<file path="config.mk">
export PLATFORM = sky130hd
export DESIGN_NAME = conv_mac_sequencer_flat
export DESIGN_NICKNAME = d
export VERILOG_FILES = /design/src/rtl/conv_mac_sequencer_if.sv /design/src/rtl/conv_mac_sequencer.sv /design/src/flat_wrapper.sv
export SDC_FILE = /design/constraint.sdc
export NUM_CORES = 1
export LEC_CHECK = 0
export CAP_MARGIN = 20
export CORE_ASPECT_RATIO = 0.9
export CORE_MARGIN = 1.5
export CORE_UTILIZATION = 64
export CTS_CLUSTER_DIAMETER = 150
export CTS_CLUSTER_SIZE = 16
export DETAILED_ROUTE_END_ITERATION = 8
export DONT_BUFFER_PORTS = 1
export PLACE_DENSITY = 0.8
export SLEW_MARGIN = 20
export SYNTH_ARGS = -nofsm -noshare
export SYNTH_HDL_FRONTEND = slang
export SYNTH_SLANG_ARGS = --single-unit
</file>
<file path="constraint.sdc">
create_clock -name clk_i -period 3.6 [get_ports clk_i]
set_input_delay 0.54 -clock clk_i [delete_from_list [all_inputs] [get_ports clk_i]]
set_output_delay 0.54 -clock clk_i [all_outputs]
set_load 0.01 [all_outputs]
</file>
<file path="src/rtl/conv_mac_sequencer_if.sv">
// Handshake and product-mux bus between the 3x3 MAC sequencer, the product mux and the pixel writer.
// master: the sequencer itself; slave: the surrounding mux / writer environment.
interface conv_mac_sequencer_if #(
  parameter int unsigned WIDTH     = 14,
  parameter int unsigned ACC_WIDTH = 18
) ();

  logic                        prod_valid;
  logic                        prod_ready;
  logic [3:0]                  mux_sel;
  logic signed [WIDTH-1:0]     in_adder;
  logic                        in_adder_valid;
  logic signed [ACC_WIDTH-1:0] res;
  logic                        res_valid;
  logic                        res_ready;
  logic                        busy;
  logic [15:0]                 win_cnt;

  modport master (
    input  prod_valid,
    input  in_adder,
    input  in_adder_valid,
    input  res_ready,
    output prod_ready,
    output mux_sel,
    output res,
    output res_valid,
    output busy,
    output win_cnt
  );

  modport slave (
    output prod_valid,
    output in_adder,
    output in_adder_valid,
    output res_ready,
    input  prod_ready,
    input  mux_sel,
    input  res,
    input  res_valid,
    input  busy,
    input  win_cnt
  );

endinterface

</file>
<file path="src/rtl/conv_mac_sequencer.sv">
// Steps the product mux through nine terms, accumulates them and returns the sum via valid/ready.
// Optional CONV_SEQ_CLAMP_EN clamps the result to [0, OUT_MAX] before it is loaded into res.
module conv_mac_sequencer #(
  parameter int unsigned WIDTH     = 14,
  parameter int unsigned ACC_WIDTH = 18,
  parameter int unsigned OUT_MAX   = 255
) (
  input  logic                        clk_i,
  input  logic                        rst_i,
  conv_mac_sequencer_if.master        bus_io
);

  // Nine terms need four guard bits; the clamp bound must be representable as a positive sum.
  if (ACC_WIDTH < WIDTH + 4) begin : g_bad_acc_width
    $error("ACC_WIDTH must be at least WIDTH+4");
  end
  if (OUT_MAX >= (32'd1 << (ACC_WIDTH - 1))) begin : g_bad_out_max
    $error("OUT_MAX does not fit in a positive ACC_WIDTH value");
  end

  typedef enum logic [1:0] {
    StIdle,
    StAccum,
    StDone
  } state_e;

  localparam logic [3:0] SelLast = 4'd8;
  localparam logic [3:0] SelNone = 4'd9;

  state_e                      state_q;
  logic [3:0]                  mux_sel_q;
  logic signed [ACC_WIDTH-1:0] acc_q;
  logic signed [ACC_WIDTH-1:0] res_q;
  logic                        res_valid_q;
  logic [15:0]                 win_cnt_q;

  logic signed [ACC_WIDTH-1:0] term_ext;
  logic signed [ACC_WIDTH-1:0] sum_full;
  logic signed [ACC_WIDTH-1:0] sum_out;
  logic                        prod_ready;
  logic                        prod_hs;

  assign term_ext = {{(ACC_WIDTH - WIDTH){bus_io.in_adder[WIDTH-1]}}, bus_io.in_adder};
  assign sum_full = acc_q + term_ext;

`ifdef CONV_SEQ_CLAMP_EN
  localparam logic signed [ACC_WIDTH-1:0] OutMaxS = ACC_WIDTH'(OUT_MAX);

  always_comb begin
    sum_out = sum_full;
    if (sum_full[ACC_WIDTH-1]) begin
      sum_out = '0;
    end else if (sum_full > OutMaxS) begin
      sum_out = OutMaxS;
    end
  end
`else
  assign sum_out = sum_full;
`endif

  // Ready is forced low during reset so no window can be accepted in that cycle.
  always_comb begin
    prod_ready = 1'b0;
    case (state_q)
      StIdle:  prod_ready = 1'b1;
      StDone:  prod_ready = bus_io.res_ready;
      default: prod_ready = 1'b0;
    endcase
    if (rst_i) begin
      prod_ready = 1'b0;
    end
  end

  assign prod_hs = bus_io.prod_valid && prod_ready;

  always_ff @(posedge clk_i) begin
    if (rst_i) begin
      state_q     <= StIdle;
      mux_sel_q   <= SelNone;
      acc_q       <= '0;
      res_q       <= '0;
      res_valid_q <= 1'b0;
      win_cnt_q   <= '0;
    end else begin
      case (state_q)
        StIdle: begin
          if (prod_hs) begin
            acc_q     <= '0;
            mux_sel_q <= '0;
            state_q   <= StAccum;
          end
        end
        StAccum: begin
          if (bus_io.in_adder_valid) begin
            acc_q <= sum_full;
            if (mux_sel_q == SelLast) begin
              res_q       <= sum_out;
              res_valid_q <= 1'b1;
              mux_sel_q   <= SelNone;
              state_q     <= StDone;
            end else begin
              mux_sel_q <= mux_sel_q + 4'd1;
            end
          end
        end
        StDone: begin
          if (res_valid_q && bus_io.res_ready) begin
            res_valid_q <= 1'b0;
            win_cnt_q   <= win_cnt_q + 16'd1;
            // Bypass straight into the next window so back-to-back windows need no idle cycle.
            if (bus_io.prod_valid) begin
              acc_q     <= '0;
              mux_sel_q <= '0;
              state_q   <= StAccum;
            end else begin
              state_q <= StIdle;
            end
          end
        end
        default: begin
          state_q   <= StIdle;
          mux_sel_q <= SelNone;
        end
      endcase
    end
  end

  assign bus_io.prod_ready = prod_ready;
  assign bus_io.mux_sel    = mux_sel_q;
  assign bus_io.res        = res_q;
  assign bus_io.res_valid  = res_valid_q;
  assign bus_io.busy       = (state_q != StIdle);
  assign bus_io.win_cnt    = win_cnt_q;

  a_sel_range: assert property (@(posedge clk_i) disable iff (rst_i) mux_sel_q <= SelNone);

  a_res_hold: assert property (@(posedge clk_i) disable iff (rst_i)
    (res_valid_q && !bus_io.res_ready) |=> (res_valid_q && $stable(res_q)));

  a_idle_sel: assert property (@(posedge clk_i) disable iff (rst_i)
    (state_q == StIdle) |-> (mux_sel_q == SelNone));

endmodule

</file>
<file path="src/flat_wrapper.sv">
// flat-port wrapper written by rule: the top's interface ports become plain ports
module conv_mac_sequencer_flat 
#(
  parameter int unsigned WIDTH     = 14,
  parameter int unsigned ACC_WIDTH = 18,
  parameter int unsigned OUT_MAX   = 255
)
  (clk_i, rst_i, bus_io_prod_valid, bus_io_in_adder, bus_io_in_adder_valid, bus_io_res_ready, bus_io_prod_ready, bus_io_mux_sel, bus_io_res, bus_io_res_valid, bus_io_busy, bus_io_win_cnt);
  conv_mac_sequencer_if #(.WIDTH(WIDTH), .ACC_WIDTH(ACC_WIDTH)) bus_io_i ();
  input  logic clk_i;
  input  logic rst_i;
  input wire logic [$bits(bus_io_i.prod_valid)-1:0] bus_io_prod_valid;
  input wire logic [$bits(bus_io_i.in_adder)-1:0] bus_io_in_adder;
  input wire logic [$bits(bus_io_i.in_adder_valid)-1:0] bus_io_in_adder_valid;
  input wire logic [$bits(bus_io_i.res_ready)-1:0] bus_io_res_ready;
  output wire logic [$bits(bus_io_i.prod_ready)-1:0] bus_io_prod_ready;
  output wire logic [$bits(bus_io_i.mux_sel)-1:0] bus_io_mux_sel;
  output wire logic [$bits(bus_io_i.res)-1:0] bus_io_res;
  output wire logic [$bits(bus_io_i.res_valid)-1:0] bus_io_res_valid;
  output wire logic [$bits(bus_io_i.busy)-1:0] bus_io_busy;
  output wire logic [$bits(bus_io_i.win_cnt)-1:0] bus_io_win_cnt;
  assign bus_io_i.prod_valid = bus_io_prod_valid;
  assign bus_io_i.in_adder = bus_io_in_adder;
  assign bus_io_i.in_adder_valid = bus_io_in_adder_valid;
  assign bus_io_i.res_ready = bus_io_res_ready;
  assign bus_io_prod_ready = bus_io_i.prod_ready;
  assign bus_io_mux_sel = bus_io_i.mux_sel;
  assign bus_io_res = bus_io_i.res;
  assign bus_io_res_valid = bus_io_i.res_valid;
  assign bus_io_busy = bus_io_i.busy;
  assign bus_io_win_cnt = bus_io_i.win_cnt;
  conv_mac_sequencer #(.WIDTH(WIDTH), .ACC_WIDTH(ACC_WIDTH), .OUT_MAX(OUT_MAX)) u_core (.clk_i(clk_i), .rst_i(rst_i), .bus_io(bus_io_i));
endmodule
</file>
# After elaboration in Yosys (flattened, before gate mapping)
# Index checks and enable logic that the tools add are counted.
[op_classes]
eq_ne = 8
n_addsub = 3
n_mux = 23
reduce_logical = 12
[op_table]
columns = ["cell", "n"]
rows = [
  ["18-bit 2-to-1 mux", 4],
  ["18-bit one-hot mux with 3 select lines", 1],
  ["4-bit 2-to-1 mux", 5],
  ["18-bit by 14-bit adder with 18-bit output", 1],
  ["16-bit by 1-bit adder with 16-bit output, second input constant", 1],
  ["4-bit one-hot mux with 3 select lines", 1],
  ["4-bit AND reduction", 3],
  ["2-bit 2-to-1 mux", 4],
  ["2-bit by 1-bit inequality test with 1-bit output, second input constant", 3],
  ["2-bit one-hot mux with 3 select lines", 1],
  ["1-bit 2-to-1 mux", 5],
  ["5-bit AND reduction", 1],
  ["4-bit by 1-bit adder with 4-bit output, second input constant", 1],
  ["4-bit equality test, second input constant", 1],
  ["2-bit inequality test, second input constant", 2],
  ["1-bit one-hot mux with 2 select lines", 2],
  ["2-bit nonzero test", 2],
  ["3-bit AND reduction", 1],
  ["3-bit nonzero test", 1],
  ["2-bit by 1-bit equality test with 1-bit output, second input constant", 1],
  ["2-bit equality test, second input constant", 1],
  ["1-bit logical AND", 2],
  ["2-bit logical NOT", 1],
  ["2-bit AND reduction", 1],
]
[word_totals]
elab_cells = 52
in_bits = 19
register_bits = 59

# Depth between registers and ports, before layout
# Gate-level depths: netlist of run 1.
[logic_depth]
ltp_word = 6
ltp_mapped = 10
mapped_depth_nobuf = 10

# Worst setup path before layout of run 1
# Ideal clock, no wire load.
[synth_path]
path_type = "input-to-reg"
start = "input port bus_io_in_adder[0]"
end = "register u_core.res_q[16], in the netlist u_core.bus_io.res[16]"
slack_ns = 1.196
arrival_ns = 2.278
setup_time_ns = 0.126
t_required_ns = 3.474
stages = 10
cell_sequence = "ha_1 inv_1 fa_1 nor2b_1 o2111ai_1 nand2_1 a21oi_1 or4b_1 o211ai_1 o21ai_0"
[synth_between]
elab_chain_cells = 1
[synth_lines]
columns = ["item", "line", "rtl"]
rows = [
  ["start: declaration", "flat_wrapper.sv:13", "input wire logic [$bits(bus_io_i.in_adder)-1:0] bus_io_in_adder;"],
  ["18-bit by 14-bit adder with 18-bit output", "conv_mac_sequencer.sv:44", "assign sum_full = acc_q + term_ext;"],
  ["end signal: assignment", "conv_mac_sequencer.sv:97", "res_q <= sum_out;"],
  ["end: declaration", "conv_mac_sequencer.sv:33", "logic signed [ACC_WIDTH-1:0] res_q;"],
]
# Every way passes these cells.
# A chain may end at the register's enable or synchronous reset.

# Worst setup path after layout of run 1
[layout_path]
start = "register u_core.state_q[0]"
end = "register u_core.res_q[11], in the netlist u_core.bus_io.res[11]"
[layout_between]
elab_chain_cells = 2
[layout_lines]
columns = ["item", "line", "rtl"]
rows = [
  ["start: declaration", "conv_mac_sequencer.sv:30", "state_e state_q;"],
  ["start signal: assignment", "conv_mac_sequencer.sv:78", "state_q <= StIdle;"],
  ["start signal: assignment", "conv_mac_sequencer.sv:90", "state_q <= StAccum;"],
  ["start signal: assignment", "conv_mac_sequencer.sv:100", "state_q <= StDone;"],
  ["2-bit by 1-bit equality test with 1-bit output", "conv_mac_sequencer.sv:85", "case (state_q)"],
  ["3-bit AND reduction (no line)", "n/a", ""],
]
# Every way passes these cells.

==> flow_metrics.tcl, run 1 <==
set metrics [dict create \
    antenna_left 0 \
    cts_resized 0 \
    wl_per_cell_um 15.8 \
    whs_path_depth 1 \
    final_cell_mix "59 x dfxtp_1, 47 x nand2_1, 42 x nor2_1" \
    reg2reg_to "u_core.bus_io.res[11]$_SDFFE_PP0P_" \
    grt_overflow 0 \
    syn_inst 380 \
    leakagePower_nw 1.34 \
    finalWirelength_um 7080 \
    postSynthNetCount 420 \
    synth-seq-cells 59 \
    fin_crit_sh_pct 71.1 \
    total_power_w 0.00151 \
    routed_via_density 6.09 \
    end_kind "flip-flop" \
    finalHoldViolCount 0 \
    r2r-start "u_core.state_q[0]$_SDFFE_PP0P_" \
    grt_max_degree 57 \
    fin_tns_setup_ps 0 \
    htree_num_levels 3 \
    yosysSeqAreaShare_pct 37.0 \
    cts_setup_buffers 0 \
    dp.cells 433 \
    avgSynthCellArea_um2 8.39 \
    crit_arrival_ps 2820 \
    yosys.cell_types.count 53 \
    p_per_area_mw_per_mm2 443 \
    place_ws_ps 976 \
    die_h_um 70.0 \
    ios 60 \
    synth_edf_count 0 \
    synth_ff_type "dfxtp_1" \
    setup_viol 0 \
    start_kind "flip-flop" \
    holdCritStartpoint "rst_i" \
    slew_viol_final 0 \
    layout_commonest_cell "dfxtp_1" \
    numCtsBuffers 9 \
    worstPathRequired_ps 3860 \
    holdPathEnd "u_core.state_q[1]$_SDFFE_PP0P_" \
    synth-async-reset-ratio_pct 0 \
    timing.final.ws_setup_ps 1040 \
    core_area_mm2 0.00480 \
    drt_iter0_markers 145 \
    synth_warnings 0 \
    start_util_pct 66.4 \
    rsz0062_at_grt "no" \
    io_buffers 0 \
    clkSinkCount 59 \
    antenna_cells 0 \
    drtPass1Iterations 5 \
    timing.hold.ws_ps 258 \
    reg2regPathDepth 5 \
    slew_headroom_pct 23.7 \
    critPathMaxFanout 18 \
    grt_pass1_vias 2576 \
    area_growth_pct 7.22 \
    dpl.hpwl_um 4970 \
    multiInputGateArea_mm2 0.00192 \
    antenna_found_initial 0 \
    fillers 389 \
    timing.fmax_ghz 0.390 \
    tightest_slew_ps 1140 \
    grt_pass1_wl_um 11800 \
    num_vias 2727 \
    critical_path_class "flip-flop to flip-flop" \
    rows 24 \
    nets 419 \
    clk_pin_slew_ps 60 \
    cts_tree "built" \
    status "finished clean" \
    drv_cap 0 \
    routabilityCongestion 0.867 \
    final-seq-area_mm2 0.00118 \
    regToRegSetupSlack_ps 1040 \
    hold_buffers 0 \
    peakVddDrop_mv 0.291 \
    finalClockSkew_ps 9.16 \
    instances_no_fill 448 \
    track_usage_pct 27.5 \
    clockRootBuffer "clkbuf_8" \
    die_w_um 77.4 \
    insertion_delay_ps 350 \
    min_period_ps 2560 \
    worstHoldPathType "input port to flip-flop" \
    drcViolationCount 0 \
    die_area_mm2 0.00541 \
    drive_above_1_share_pct 6.27 \
    syn_area_mm2 0.00319 \
    cts_buffer_depth 2 \
]
## per-layer routing
layer  up-vias  GRT usage, %  routed length (um)
li1       1358             -                   -
met1      1254          35.1                3110
met2       108          42.9                3180
met3         7          10.1                 733
met4         0          9.29                  60
met5         -             0                   0
## worst max-delay path, stage by stage, from the launching register on
cell and delay (ps):
dfxtp_1 510, nand2b_1 260, nor2_1 590, and2_1 720, nand2b_1 170, o21ai_0 210
## report_power, final
part	switching (W)	internal, W	total [W]
logic	0.000119	0.0000867	0.000206
registers	0.0000223	0.000674	0.000696
clock network	0.000258	0.000353	0.000611
total	0.000400	0.00111	0.00151
## sequential cells by signal, summed over array words and instances (netlist names)
register                 cells
u_core.acc_q                18
u_core.bus_io.mux_sel        4
u_core.bus_io.res           18
u_core.bus_io.res_valid      1
u_core.bus_io.win_cnt       16
u_core.state_q               2
## area by class of cell
type / instances / share of cell area, %
Inverter: 10 / 1.10
Sequential cell: 59 / 34.6
Multi-Input combinational cell: 298 / 56.1
Clock buffer: 13 / 4.65
Tap cell: 65 / 2.38
Timing Repair Buffer: 1 / 0.220
Clock inverter: 2 / 1.02
## synthesized netlist by cell type, types with 2 or more instances
cell	count	area, um2
a21o_1	7	52.6
clkbuf_1	9	33.8
a32o_1	2	20.0
dfxtp_1	59	1180
or2_2	4	25.0
ha_1	20	250
and3_1	4	25.0
o41ai_1	4	35.0
a211oi_1	5	37.5
nand4_1	5	31.3
a21boi_0	2	15.0
o21ai_0	12	60.1
xnor2_1	13	114
o21a_1	6	45.0
nor2_1	42	158
xor2_1	13	114
nand3_1	11	55.1
nor2b_1	4	25.0
buf_2	3	15.0
a21oi_1	40	200
nand2_1	47	176
inv_1	10	37.5
a22o_1	5	43.8
nand3b_1	3	22.5
mux2i_1	2	20.0
and2_1	2	12.5
and4_1	2	17.5
nand2b_1	6	37.5
or3_1	4	25.0
nor3_1	5	25.0
a22oi_1	7	52.6
## through the flow
stage | util, % | cell area, um2
2_1_floorplan | - | 3190
3_3_place_gp | 67.1 | 3220
3_5_place_dp | 67.1 | 3220
4_1_cts | 71.1 | 3420
5_1_grt | 71.1 | 3420
6_report | 71.1 | 3420
## worst max-delay path by stage
stage	from	cells past startpoint	end
floorplan	bus_io_in_adder[0]	10	u_core.bus_io.res[16]$_SDFFE_PP0P_
global placement	bus_io_in_adder[0]	10	u_core.bus_io.res[16]$_SDFFE_PP0P_
detailed placement	bus_io_in_adder[0]	10	u_core.bus_io.res[16]$_SDFFE_PP0P_
CTS	u_core.state_q[0]$_SDFFE_PP0P_	5	u_core.bus_io.res[11]$_SDFFE_PP0P_
global route	u_core.state_q[0]$_SDFFE_PP0P_	5	u_core.bus_io.res[11]$_SDFFE_PP0P_
finish	u_core.state_q[0]$_SDFFE_PP0P_	5	u_core.bus_io.res[11]$_SDFFE_PP0P_
## logic make-up (layout without fill, tap and decap cells)
kind of cell,after synthesis,after routing,synth area share (%)
simple gates,145,145,22.4
compound gates,103,103,21.1
flops,59,59,37.0
xor+xnor,26,26,7.14
buf+inv,23,26,2.83
fa+ha+maj,21,21,8.48
mux,3,3,0.981
(Power assumes the default switching activity.)
==> inputs of run 2 (changes only) <==
--- a/config.mk
+++ b/config.mk
@@ -8,12 +8,12 @@
 export CAP_MARGIN = 20
 export CORE_ASPECT_RATIO = 0.9
 export CORE_MARGIN = 1.5
-export CORE_UTILIZATION = 64
+export CORE_UTILIZATION = 63
 export CTS_CLUSTER_DIAMETER = 150
 export CTS_CLUSTER_SIZE = 16
 export DETAILED_ROUTE_END_ITERATION = 8
 export DONT_BUFFER_PORTS = 1
-export PLACE_DENSITY = 0.8
+export PLACE_DENSITY = 0.79
 export SLEW_MARGIN = 20
 export SYNTH_ARGS = -nofsm -noshare
 export SYNTH_HDL_FRONTEND = slang
==> constraint.sdc (replaced) <==
create_clock -name clk_i -period 2.65 [get_ports clk_i]
set_input_delay 0.3975 -clock clk_i [delete_from_list [all_inputs] [get_ports clk_i]]
set_output_delay 0.3975 -clock clk_i [all_outputs]
set_load 0.01 [all_outputs]
==> run 2 against run 1 <==
Net effect:
- worst setup slack got worse by 790 ps
- final cell count increased by 1.1%
- largest cell class unchanged
- sequential power increased by 36%
- sequential cell count unchanged
- clock power increased by 55%
- clock skew decreased by 0.97 ps
- first-iteration DRC count increased by 32%
- non-clock buffer count increased by 4
- global-route usage decreased by 0.082 points
- register-to-register slack got worse by 790 ps
==> flow_metrics.tcl, run 2 (same netlist as run 1, synthesis figures left out) <==
set metrics [dict create \
    reg2reg_to "u_core.bus_io.res[16]$_SDFFE_PP0P_" \
    p_per_area_mw_per_mm2 624 \
    hold_buffers 0 \
    reg2regPathDepth 10 \
    antenna_found_initial 0 \
    crit_arrival_ps 2640 \
    grt_overflow 0 \
    slew_viol_final 0 \
    num_vias 2700 \
    tightest_slew_ps 724 \
    grt_max_degree 57 \
    core_area_mm2 0.00486 \
    drtPass1Iterations 4 \
    grt_pass1_wl_um 11700 \
    final_cell_mix "59 x dfxtp_1, 47 x nand2_1, 42 x nor2_1" \
    startpoint "u_core.acc_q[0]$_SDFFE_PP0P_" \
    status "finished clean" \
    antenna_left 0 \
    leakagePower_nw 1.38 \
    finalClockSkew_ps 8.19 \
    track_usage_pct 27.4 \
    drt_iter0_markers 192 \
    nets 423 \
    die_w_um 78.0 \
    wl_per_cell_um 15.6 \
    antenna_cells 0 \
    share_clk_of_total_power_pct 43.4 \
    power_frac_seq_pct 43.5 \
    die_area_mm2 0.00550 \
    end_kind "flip-flop" \
    clkSinkCount 59 \
    area_growth_pct 9.22 \
    critPathSlowestCell "or4b_1" \
    drcViolationCount 0 \
    start_kind "flip-flop" \
    layout_commonest_cell "dfxtp_1" \
    finalHoldViolCount 0 \
    cts_resized 0 \
    clockRootBuffer "clkbuf_8" \
    design_area_mm2 0.00348 \
    clk_pin_slew_ps 70 \
    ios 60 \
    cts_setup_buffers 0 \
    min_period_ps 2400 \
    critical_path_class "flip-flop to flip-flop" \
    fin_crit_sh_pct 90.7 \
    switching_power_w 0.000558 \
    utilization_pct 71.6 \
    routabilityCongestion 0.885 \
    internal_power_w 0.00162 \
    cts_buffer_depth 2 \
    numCtsBuffers 9 \
    r2r-start "u_core.acc_q[0]$_SDFFE_PP0P_" \
    holdCritStartpoint "rst_i" \
    fin_tns_setup_ps 0 \
    peakVddDrop_mv 0.460 \
    worstHoldPathType "input port to flip-flop" \
    routed_via_density 5.96 \
    slowest_delay_ps 480 \
    drive_above_1_share_pct 7.73 \
    htree_num_levels 3 \
    rsz0062_at_grt "no" \
    rows 24 \
    setup_viol 0 \
    postPlaceCellArea_mm2 0.00325 \
    start_util_pct 65.5 \
    p_comb_share_pct 13.0 \
    io_buffers 0 \
    cts_tree "built" \
    regToRegSetupSlack_ps 250 \
    cp_cell_sequence "ha_1 -> inv_1 -> fa_1 -> nor2b_1 -> o2111ai_1 -> nand2_1 -> a21oi_1 -> or4b_1 -> o211ai_1 -> o21ai_0" \
    worstPathRequired_ps 2880 \
    p_sw_share_pct 25.7 \
    critPathMaxFanout 5 \
    die_h_um 70.5 \
    grt_pass1_vias 2549 \
    insertion_delay_ps 350 \
    finalWirelength_um 7080 \
    crit_end "u_core.bus_io.res[16]$_SDFFE_PP0P_" \
    dpl.hpwl_um 5000 \
    slew_headroom_pct 51.7 \
    drv_cap 0 \
    timing.fmax_ghz 0.416 \
]
[run 2: changes by cell type in the layout (fill, tap and decap cells not counted), sizes merged]
cell / previous run / this run
bufinv: 1 / 2
clkbuf: 13 / 12
clkinvlp: 0 / 1
buf: 1 / 5
[run 2: area by class of cell]
cell class / instances / area, um2
Clock buffer: 12 / 155
Multi-Input combinational cell: 298 / 1920
Sequential cell: 59 / 1180
Inverter: 10 / 37.5
Tap cell: 65 / 81.3
Clock inverter: 4 / 72.6
Timing Repair Buffer: 5 / 37.5
Fill cell: 435 / 1380
[run 2: worst min-delay path by stage]
stage / endpoint / slack (ps) / cells after the start
finish: u_core.bus_io.res[17]$_SDFFE_PP0P_ / 110 / 1
detailed placement: u_core.acc_q[13]$_SDFFE_PP0P_ / 450 / 2
global placement: u_core.acc_q[13]$_SDFFE_PP0P_ / 450 / 2
floorplan: u_core.acc_q[11]$_SDFFE_PP0P_ / 420 / 2
CTS: u_core.bus_io.res[17]$_SDFFE_PP0P_ / 100 / 1
global route: u_core.bus_io.res[17]$_SDFFE_PP0P_ / 100 / 1
[run 2: power groups by stage]
| stage | registers, W | logic [W] | clock network, W |
|---|---|---|---|
| 2_1_floorplan | 0.000955 | 0.000241 | 0 |
| 3_3_place_gp | 0.000964 | 0.000272 | 0 |
| 5_1_grt | 0.000949 | 0.000319 | 0.000989 |
| 4_1_cts | 0.000946 | 0.000281 | 0.000953 |
| 6_report | 0.000946 | 0.000283 | 0.000944 |
| 3_5_place_dp | 0.000965 | 0.000277 | 0 |
[run 2: per-stage QoR]
stage	hold WS (ps)	power [W]	worst slack [ps]	std cells
after floorplan	424	0.00120	389	380
after global placement	446	0.00124	221	437
after detailed placement	449	0.00124	162	437
after CTS	100	0.00218	254	453
after global routing	96.6	0.00226	4.88	453
final	107	0.00217	246	453
[run 2: worst max-delay path: cells and delay by family (launching register included)]
kind                       cells  cell delay, ps
buffers and inverters          1              70
DFF                            1             310
and+or+nand+nor                3             670
adders and majority gates      2             390
AOI/OAI and AO/OA              4             850
[run 2: metal layers]
metal  wire length, um  GRT usage, %  up-vias
li1                  -             -     1359
met1              3370          36.1     1255
met2              3100          41.6       77
met3               505          9.67        9
met4               104          9.52        0
met5                 0             0        -
==> inputs of run 3 (changes only) <==
--- a/config.mk
+++ b/config.mk
@@ -14,7 +14,6 @@
 export DETAILED_ROUTE_END_ITERATION = 8
 export DONT_BUFFER_PORTS = 1
 export PLACE_DENSITY = 0.79
-export SLEW_MARGIN = 20
 export SYNTH_ARGS = -nofsm -noshare
 export SYNTH_HDL_FRONTEND = slang
 export SYNTH_SLANG_ARGS = --single-unit
==> results of run 3 <==
The final DEF is identical to that of run 2; final timing and power are the same.
